--- src/rtl/field_reader_if.sv ---
// Request/response handshake bundle for field_reader.
interface field_reader_if #(
  parameter int SELW = 1,
  parameter int OFFW = 8,
  parameter int ACCW = 16
);
  logic            req_valid;
  logic            req_ready;
  logic            req_sweep;
  logic [SELW-1:0] req_sel;
  logic [OFFW-1:0] req_off;
  logic [OFFW-1:0] req_end;
  logic            rsp_valid;
  logic            rsp_ready;
  logic [ACCW-1:0] rsp_data;
  logic            rsp_oob;

  modport master (
    output req_valid, req_sweep, req_sel,
    output req_off, req_end, rsp_ready,
    input  req_ready, rsp_valid,
    input  rsp_data, rsp_oob
  );

  modport slave (
    input  req_valid, req_sweep, req_sel,
    input  req_off, req_end, rsp_ready,
    output req_ready, rsp_valid,
    output rsp_data, rsp_oob
  );
endinterface

--- src/rtl/field_reader.sv ---
// Banked part-select reader with a multi-cycle field-sum sweep.
// FIELD_READER_SAT_EN makes the sweep accumulator saturate.
module field_reader #(
  parameter int NWORDS = 2,
  parameter int WIDTH  = 32,
  parameter int FW     = 8,
  parameter int OFFW   = 8,
  parameter int ACCW   = 16,
  localparam int SELW  = (NWORDS > 1) ? $clog2(NWORDS) : 1
) (
  input  logic              clk,
  input  logic              rst,
  input  logic              wr_en,
  input  logic [SELW-1:0]   wr_sel,
  input  logic [WIDTH-1:0]  wr_data,
  field_reader_if.slave     bus,
  output logic              busy
);

  localparam int IW = (WIDTH > 1) ? $clog2(WIDTH) : 1;
  localparam logic signed [OFFW+1:0] LIM = (OFFW+2)'(WIDTH);

  typedef enum logic [1:0] {IDLE, SWEEP, RESP} state_t;

  state_t            state;
  logic [WIDTH-1:0]  bank [NWORDS];
  logic [SELW-1:0]   sel_q;
  logic [OFFW:0]     cur;
  logic [OFFW:0]     end_q;
  logic [ACCW-1:0]   acc;
  logic              oob_q;

  logic [SELW-1:0]          f_sel;
  logic signed [OFFW+1:0]   f_off;
  logic signed [OFFW+1:0]   pos;
  logic [WIDTH-1:0]         word;
  logic                     hit;
  logic [FW-1:0]            fld;
  logic                     f_oob;
  logic [ACCW:0]            sum;
  logic [ACCW-1:0]          acc_nx;
  logic [OFFW:0]            cur_nx;
  logic                     empty;

  always_comb begin
    f_sel = (state == IDLE) ? bus.req_sel : sel_q;
    f_off = (state == IDLE)
          ? {{2{bus.req_off[OFFW-1]}}, bus.req_off}
          : {cur[OFFW], cur};
    word = '0;
    hit  = 1'b0;
    for (int i = 0; i < NWORDS; i++) begin
      if (f_sel == SELW'(i)) begin
        word = bank[i];
        hit  = 1'b1;
      end
    end
    // offsets are widened by two bits so off+k can never wrap
    fld   = '0;
    f_oob = 1'b0;
    pos   = '0;
    for (int k = 0; k < FW; k++) begin
      pos = f_off + (OFFW+2)'(k);
      if (hit && !pos[OFFW+1] && pos < LIM)
        fld[k] = word[pos[IW-1:0]];
      else
        f_oob = 1'b1;
    end
  end

  always_comb begin
    sum = {1'b0, acc} + (ACCW+1)'(fld);
`ifdef FIELD_READER_SAT_EN
    acc_nx = sum[ACCW] ? '1 : sum[ACCW-1:0];
`else
    acc_nx = sum[ACCW-1:0];
`endif
    cur_nx = cur + (OFFW+1)'(1);
    empty  = $signed(bus.req_end) <= $signed(bus.req_off);
  end

  always_ff @(posedge clk) begin
    for (int i = 0; i < NWORDS; i++) begin
      if (rst)
        bank[i] <= '0;
      else if (wr_en && wr_sel == SELW'(i))
        bank[i] <= wr_data;
    end
  end

  always_ff @(posedge clk) begin
    if (rst) begin
      state         <= IDLE;
      bus.req_ready <= 1'b1;
      bus.rsp_valid <= 1'b0;
      bus.rsp_data  <= '0;
      bus.rsp_oob   <= 1'b0;
      busy          <= 1'b0;
      sel_q         <= '0;
      cur           <= '0;
      end_q         <= '0;
      acc           <= '0;
      oob_q         <= 1'b0;
    end else begin
      unique case (state)
        IDLE: begin
          if (bus.req_valid) begin
            sel_q         <= bus.req_sel;
            cur           <= {bus.req_off[OFFW-1], bus.req_off};
            end_q         <= {bus.req_end[OFFW-1], bus.req_end};
            acc           <= '0;
            oob_q         <= 1'b0;
            bus.req_ready <= 1'b0;
            busy          <= 1'b1;
            if (!bus.req_sweep) begin
              state         <= RESP;
              bus.rsp_valid <= 1'b1;
              bus.rsp_data  <= ACCW'(fld);
              bus.rsp_oob   <= f_oob;
            end else if (empty) begin
              state         <= RESP;
              bus.rsp_valid <= 1'b1;
              bus.rsp_data  <= '0;
              bus.rsp_oob   <= 1'b0;
            end else begin
              state <= SWEEP;
            end
          end
        end
        SWEEP: begin
          acc   <= acc_nx;
          oob_q <= oob_q | f_oob;
          cur   <= cur_nx;
          if (cur_nx == end_q) begin
            state         <= RESP;
            bus.rsp_valid <= 1'b1;
            bus.rsp_data  <= acc_nx;
            bus.rsp_oob   <= oob_q | f_oob;
          end
        end
        RESP: begin
          if (bus.rsp_ready) begin
            state         <= IDLE;
            bus.rsp_valid <= 1'b0;
            bus.req_ready <= 1'b1;
            busy          <= 1'b0;
          end
        end
        default: state <= IDLE;
      endcase
    end
  end

endmodule

--- src/flat_wrapper.sv ---
// flat-port wrapper written by rule: the top's interface ports become plain ports
module field_reader_flat 
#(
  parameter int NWORDS = 2,
  parameter int WIDTH  = 32,
  parameter int FW     = 8,
  parameter int OFFW   = 8,
  parameter int ACCW   = 16,
  localparam int SELW  = (NWORDS > 1) ? $clog2(NWORDS) : 1
)
  (clk, rst, wr_en, wr_sel, wr_data, busy, bus_req_valid, bus_req_sweep, bus_req_sel, bus_req_off, bus_req_end, bus_rsp_ready, bus_req_ready, bus_rsp_valid, bus_rsp_data, bus_rsp_oob);
  field_reader_if #(.SELW(1), .OFFW(OFFW), .ACCW(ACCW)) bus_i ();
  input  logic clk;
  input  logic rst;
  input  logic wr_en;
  input  logic [SELW-1:0] wr_sel;
  input  logic [WIDTH-1:0] wr_data;
  output logic busy;
  input wire logic [$bits(bus_i.req_valid)-1:0] bus_req_valid;
  input wire logic [$bits(bus_i.req_sweep)-1:0] bus_req_sweep;
  input wire logic [$bits(bus_i.req_sel)-1:0] bus_req_sel;
  input wire logic [$bits(bus_i.req_off)-1:0] bus_req_off;
  input wire logic [$bits(bus_i.req_end)-1:0] bus_req_end;
  input wire logic [$bits(bus_i.rsp_ready)-1:0] bus_rsp_ready;
  output wire logic [$bits(bus_i.req_ready)-1:0] bus_req_ready;
  output wire logic [$bits(bus_i.rsp_valid)-1:0] bus_rsp_valid;
  output wire logic [$bits(bus_i.rsp_data)-1:0] bus_rsp_data;
  output wire logic [$bits(bus_i.rsp_oob)-1:0] bus_rsp_oob;
  assign bus_i.req_valid = bus_req_valid;
  assign bus_i.req_sweep = bus_req_sweep;
  assign bus_i.req_sel = bus_req_sel;
  assign bus_i.req_off = bus_req_off;
  assign bus_i.req_end = bus_req_end;
  assign bus_i.rsp_ready = bus_rsp_ready;
  assign bus_req_ready = bus_i.req_ready;
  assign bus_rsp_valid = bus_i.rsp_valid;
  assign bus_rsp_data = bus_i.rsp_data;
  assign bus_rsp_oob = bus_i.rsp_oob;
  field_reader #(.NWORDS(NWORDS), .WIDTH(WIDTH), .FW(FW), .OFFW(OFFW), .ACCW(ACCW)) u_core (.clk(clk), .rst(rst), .wr_en(wr_en), .wr_sel(wr_sel), .wr_data(wr_data), .bus(bus_i), .busy(busy));
endmodule
--- config.mk ---
export PLATFORM = sky130hd
export DESIGN_NAME = field_reader_flat
export DESIGN_NICKNAME = d
export VERILOG_FILES = /design/src/rtl/field_reader_if.sv /design/src/rtl/field_reader.sv /design/src/flat_wrapper.sv
export SDC_FILE = /design/constraint.sdc
export NUM_CORES = 1
export LEC_CHECK = 0
export ABC_AREA = 0
export CORE_UTILIZATION = 44
export CTS_CLUSTER_DIAMETER = 50
export DETAILED_ROUTE_END_ITERATION = 7
export PLACE_DENSITY_LB_ADDON = 0.08
export SYNTH_ARGS = -nofsm -noshare
export SYNTH_HDL_FRONTEND = slang
export SYNTH_SLANG_ARGS = --single-unit
--- constraint.sdc ---
create_clock -name clk -period 7.9 [get_ports clk]
set_input_delay 1.975 -clock clk [delete_from_list [all_inputs] [get_ports clk]]
set_output_delay 1.975 -clock clk [all_outputs]
set_load 0.03 [all_outputs]
==> results of run 1 <==
## area by class of cell
type / instances / area (sq um)
clock buffer: 19 / 433
clock inverter: 12 / 128
fill: 1798 / 9240
inverter: 24 / 95.1
multi-input combinational: 752 / 5250
sequential: 121 / 3060
tap: 265 / 332
timing repair buffer: 98 / 918
## routing by layer
metal	GRT usage, %	wire length, microns
met5	0	0
met4	10.5	855
met3	4.73	1300
met2	39.3	11200
met1	33.6	11200
## through the flow
step / utilization, % / hold WS (ns) / cell area (sq um) / setup WS [ns] / total power [mW]
2_1_floorplan: - / 0.440 / 8760 / 1.75 / 1.34
3_3_place_gp: 49.6 / 0.450 / 9660 / 0.631 / 1.55
3_5_place_dp: 49.6 / 0.455 / 9660 / 0.534 / 1.55
4_1_cts: 52.5 / 0.463 / 10200 / 0.963 / 2.31
5_1_grt: 52.5 / 0.487 / 10200 / 0.465 / 2.42
6_report: 52.5 / 0.461 / 10200 / 0.924 / 2.31
## flip-flops by register name (all words and copies together) (netlist names), 2 cells and up
register	count
u_core.bank	64
u_core.end_q	8
u_core.cur	9
u_core.bus.rsp_data	16
u_core.state	2
u_core.acc	16
## critical path, stage by stage
cell             delay (ns)
clkdlybuf4s50_1        0.63
nor3b_4                0.39
nor2_4                 0.16
inv_6                  0.14
buf_4                  0.40
nor2_1                 0.19
a22o_1                 0.27
a221oi_2               0.21
mux2i_1                0.11
mux4_2                 0.52
nor2_2                 0.16
inv_1                  0.08
fa_1                   0.46
nor2b_1                0.13
o21ai_0                0.10
a21oi_1                0.17
o21ai_0                0.12
a21oi_1                0.43
and3_1                 0.24
xor2_1                 0.19
a22oi_1                0.11
nor2_1                 0.13
## power by group through the flow
stage	combinational, mW	clock [mW]	sequential, mW
after CTS	0.791	0.772	0.752
after global placement	0.787	0	0.764
after global routing	0.864	0.799	0.758
after detailed placement	0.787	0	0.765
after floorplan	0.575	0	0.760
final	0.800	0.759	0.753
## path summary, 6_finish.rpt
kind | from | endpoint | slack (ns) | cells past startpoint
max | bus_req_off[0] | u_core.acc[10]$_SDFFE_PP0P_ | 0.92 | 22
min | u_core.acc[6]$_SDFFE_PP0P_ | u_core.acc[6]$_SDFFE_PP0P_ | 0.46 | 2
max reg2reg | u_core.state[0]$_SDFFE_PP0P_ | u_core.acc[10]$_SDFFE_PP0P_ | 2.38 | 22
min reg2reg | u_core.acc[6]$_SDFFE_PP0P_ | u_core.acc[6]$_SDFFE_PP0P_ | 0.46 | 2
## Yosys cell counts, types with 5 or more instances
cell type  number  area share, %
clkbuf_1       37            1.6
nor4_1          5           0.36
o21ai_0        47            2.7
nand3_1        32            1.8
dfxtp_1        57             13
a21oi_1        56            3.2
nor3_1         26            1.5
and2_1         69            4.9
mux4_2         12            3.1
edfxtp_1       64             22
a32oi_1         7           0.70
a211oi_1        5           0.43
xor2_1          9           0.90
buf_2          13           0.74
o22ai_1        12           0.86
a31oi_1         9           0.64
or3_1           6           0.43
a221oi_1       10            1.0
o211ai_1        9           0.77
inv_1          22           0.94
nand2b_1        8           0.57
nand2_1        85            3.6
nand4_1        11           0.79
nor2_1         80            3.4
o21a_1          5           0.43
a22oi_1        19            1.6
buf_6           5           0.64
mux2_2         21            2.7
and3_1         15            1.1
xnor2_1        22            2.2
ha_1           18            2.6
mux2i_1        67            7.7
## kinds of logic (layout without fill, tap and decap cells)
family	count (synthesis)	after routing	synth area share [%]
AO/OA/AOI/OAI	237	237	18.9
XOR/XNOR	33	33	3.47
adder cells (fa/ha/maj)	19	19	2.80
buffers and inverters	90	153	5.14
flip-flops	121	121	35.0
multiplexers	102	102	13.8
AND/OR/NAND/NOR	361	361	21.0
## placed cells by master (no fill, tap or decap), types with 23 or more instances in the layout
cell,synthesis,final
dfxtp_1,57,57
nand2_1,85,85
and2_1,69,69
nand3_1,32,32
mux2i_1,67,67
a21oi_1,56,56
nor3_1,26,26
nor2_1,80,80
edfxtp_1,64,64
buf_4,4,23
o21ai_0,47,46
clkdlybuf4s50_1,0,74
==> impl_metrics.tcl, run 1 <==
set metrics [dict create \
    status "finished, final reports clean" \
    instances_no_fill 1291 \
    avgSynthCellArea_sq_um 9.10 \
    synth-edff-count 64 \
    drt.antenna.violating_nets 0 \
    yosysWarningCount 0 \
    die_x_microns 143 \
    diodes 0 \
    ys.flop_type "edfxtp_1" \
    drive_gt1_share_pct 11.7 \
    post-route-period-util_pct 88.3 \
    maxSlewViolCount 0 \
    start_util_pct 45.0 \
    dpl.hpwl_microns 17600 \
    cts_root_buffer "clkbuf_16" \
    rsz0062_at_grt "no" \
    swShare_pct 35.1 \
    setup-violations-final 0 \
    place.gp.congestion 0.911 \
    end_kind "flip-flop" \
    nNetsFinal 1089 \
    dp.cells 1260 \
    power_switching_mw 0.812 \
    grt_start_max_net_pins 56 \
    fp.dieH_microns 143 \
    worst_pin_slew_ns 1.15 \
    cts_sinks 121 \
    wire_per_inst_microns 19.0 \
    vdd_drop_max_mv 0.149 \
    htreeDepth 4 \
    cts_resized 0 \
    ctsHoldBuffers 0 \
    fin_skew_ns 0.0114 \
    grt-ovfl-total 0 \
    grt_pass1_vias 7157 \
    cap_viol_max_count 0 \
    power_frac_comb_pct 34.6 \
    path_clk_slew_ns 0.06 \
    ys_ff_latch 121 \
    antenna_found_initial 0 \
    wl_microns 24500 \
    cts_buffers 17 \
    core_sq_um 19500 \
    synthCells 963 \
    drt-initial-drc-count 656 \
    grt_pass1_wl_microns 39300 \
    p_int_mw 1.50 \
    hold_viol 0 \
    hp-class "reg2reg" \
    slew_headroom_pct 23.4 \
    worst_ep_arrival_time_ns 7.34 \
    first_pass_iters 6 \
    required_ns 8.26 \
    synth_area_sq_um 8760 \
    synthesis.nets 1038 \
    path_class "in2reg" \
    vias_per_cell 5.88 \
    p_clk_share_pct 32.8 \
    p_leak_nw 3.85 \
    boundaryPins 76 \
    rows 51 \
    synth-async-reset-ratio_pct 0 \
    synth_cell_type_count 88 \
    clock.fmax_ghz 0.143 \
    drc_errors 0 \
    syn2layout_area_growth_pct 16.6 \
    ys_seq_area_share_pct 35.0 \
    fin_crit_ns 6.98 \
    dieArea_sq_um 20500 \
    crit_fanout 28 \
    cts_tree "built" \
    setup_tns_ns 0 \
    grt_use_total_pct 25.0 \
    clk_latency_ns 0.43 \
    power.density_nw_per_um2 226 \
    io_buffers 75 \
    critPathLaunchType "primary input" \
    vias 7589 \
    sequentialPowerShare_pct 32.6 \
    clock_path_buffers 2 \
    cts_setup_buffers 0 \
]
(Power assumes the default switching activity.)
==> inputs of run 2 (changes only) <==
CTS_CLUSTER_SIZE = 14   (was unset)
==> results of run 2 <==
Same layout as run 1: the final DEF is identical, and so are final timing and power.
==> edit (config.mk and constraints of run 1) <==
Encoding of `state_t`: now one-hot (3 bits for 3 states).
--- a/src/rtl/field_reader.sv
+++ b/src/rtl/field_reader.sv
@@ -22,3 +22,3 @@
 
-  typedef enum logic [1:0] {IDLE, SWEEP, RESP} state_t;
+  typedef enum logic [2:0] {IDLE = 3'b001, SWEEP = 3'b010, RESP = 3'b100} state_t;
 
Behaviour: no difference found for any inputs over 4 cycles, from zero or initial values and one cycle with rst high; so few cycles prove little.
==> edit against run 1 <==
The run now ends with DRC left; sequential cell count up 1; fmax is 1.7% higher; area after synthesis fell by 6.1%; die area is 6.0% lower; via count fell by 7.6%; register-to-register slack worse by 790 ps; routed wire length shrank 9.4%; setup slack improved by 110 ps; cell area fell by 3.8%; power increased by 1.0%; critical endpoint unchanged; largest power group is now the clock network.
==> edit: results (changes against run 1) <==
Synth
  • Sequential share of the synthesized area: 37.5% (was 35.0%)
  • Top cells by instance count after synthesis: nand2_1 (114), mux2i_1 (100), and2_1 (71), nor2_1 (67), edfxtp_1 (64) (was nand2_1 (85), nor2_1 (80), and2_1 (69), mux2i_1 (67), edfxtp_1 (64))
  • Netlist cell types: 70 (was 88)
  • Top post-synthesis cells by area: edfxtp_1 (23%), dfxtp_1 (14%), mux2i_1 (12%), and2_1 (5.4%), nand2_1 (5.2%) (was edfxtp_1 (22%), dfxtp_1 (13%), mux2i_1 (7.7%), and2_1 (4.9%), nand2_1 (3.6%))
  • Mapped Cells: 893 (was 963)

Timing
  • Final critical-path required period: 6860 ps (was 6980 ps)
  • WHS: 445 ps (was 461 ps)
  • Slew headroom: 16.8% (was 23.4%)
  • Final clock skew: 7.44 ps (was 11.4 ps)

Pwr
  • Maximum vdd drop: 0.000147 V (was 0.000149 V)
  • Cell-internal power: 1570 uW (was 1500 uW)
  • Leakage: 0.00390 uW (was 0.00385 uW)

Status
  • Status: finished, violations left (was finished, final reports clean)
  • Failing checks: DRC

Global routing
  • First-pass GRT wire length: 36,800 um (was 39,300 um)
  • Met1 Use GR: 29.7% (was 33.6%)
  • GR Util All Layers: 24.0% (was 25.0%)
  • Grt met2 use: 40.8% (was 39.3%)

Finish
  • ClkCell Share: 6.59% (was 5.49%)
  • Non-clk bufs: 96 (was 98)
  • Nets: 1,022 (was 1,089)
  • # clk buffers: 18 (was 19)
  • Inverters excl. clock: 21 (was 24)
  • Share of cells above drive strength 1: 9.06% (was 11.7%)
  • Layout non-clock buf frac: 9.19% (was 8.99%)
  • Util after Layout: 54.2% (was 52.5%)
  • Fillers: 1,622 (was 1,798)
  • Reg area: 3080 um^2 (was 3060 um^2)
  • #MultiIn Comb: 689 (was 752)
  • Fraction of area in multi-input gates: 49.1% (was 51.4%)
  • Seq cells: 122 (was 121)

Route
  • DRT iter0 DRCs: 453 (was 656)
  • Drt drc: 5 (was 0)
  • Post-Route M1 WL: 9920 um (was 11,200 um)
  • Routed met2 length: 10,600 um (was 11,200 um)
  • Met3 WL: 914 um (was 1300 um)
  • WL final: 22,200 um (was 24,500 um)
  • TritonRoute pass-1 iters: 8 (was 6)

Place
  • Final GP Congestion: 0.900 (was 0.911)
  • Worst slack at placement: 678 ps (was 534 ps)

Worst setup path
  • Critical path's slowest cell: a2111oi_0 (was clkdlybuf4s50_1)
  • FF-to-FF setup slack: 1590 ps (was 2380 ps)
  • Critical R2R Launch: u_core.state[0]$_SDFFE_PP1P_ (was u_core.state[0]$_SDFFE_PP0P_)
  • Worst path arrival time: 7210 ps (was 7340 ps)
  • Max incr delay on CP: 820 ps (was 630 ps)

Floorplan
  • Die footprint: 19,300 um^2 (was 20,500 um^2)

Hold path
  • HP Start: u_core.bus.req_ready$_SDFFE_PP1P_ (was u_core.acc[6]$_SDFFE_PP0P_)
  • Hold EP: u_core.bus.req_ready$_SDFFE_PP1P_ (was u_core.acc[6]$_SDFFE_PP0P_)
==> edit: cell types whose count changed in the layout (fill, tap and decap cells not counted), moves of 7 or more <==
cell     before  now
mux2i_1      67   97
nand2_1      85  114
o21ai_0      46   26
mux2_2       21    3
nor2_1       80   67
o22ai_1      12    2
a21oi_1      56   47
nand3_1      32   25
xor2_1        9   16
==> edit: logic make-up after synthesis <==
group                    count (synthesis)  synth area share (%)
AO/OA/AOI/OAI                          170                  13.9
XOR/XNOR                                34                  3.62
adder cells (fa/ha/maj)                 19                  2.98
buffers and inverters                   82                  4.18
flip-flops                             122                  37.5
multiplexers                           121                  17.5
AND/OR/NAND/NOR                        345                  20.4
==> edit: power by group through the flow <==
stage          Sequential (uW)  Clock [uW]  Combinational, uW
6_report                   737         864                734
5_1_grt                    742         905                796
4_1_cts                    737         879                728
3_5_place_dp               750           0                724
3_3_place_gp               749           0                716
2_1_floorplan              755           0                508
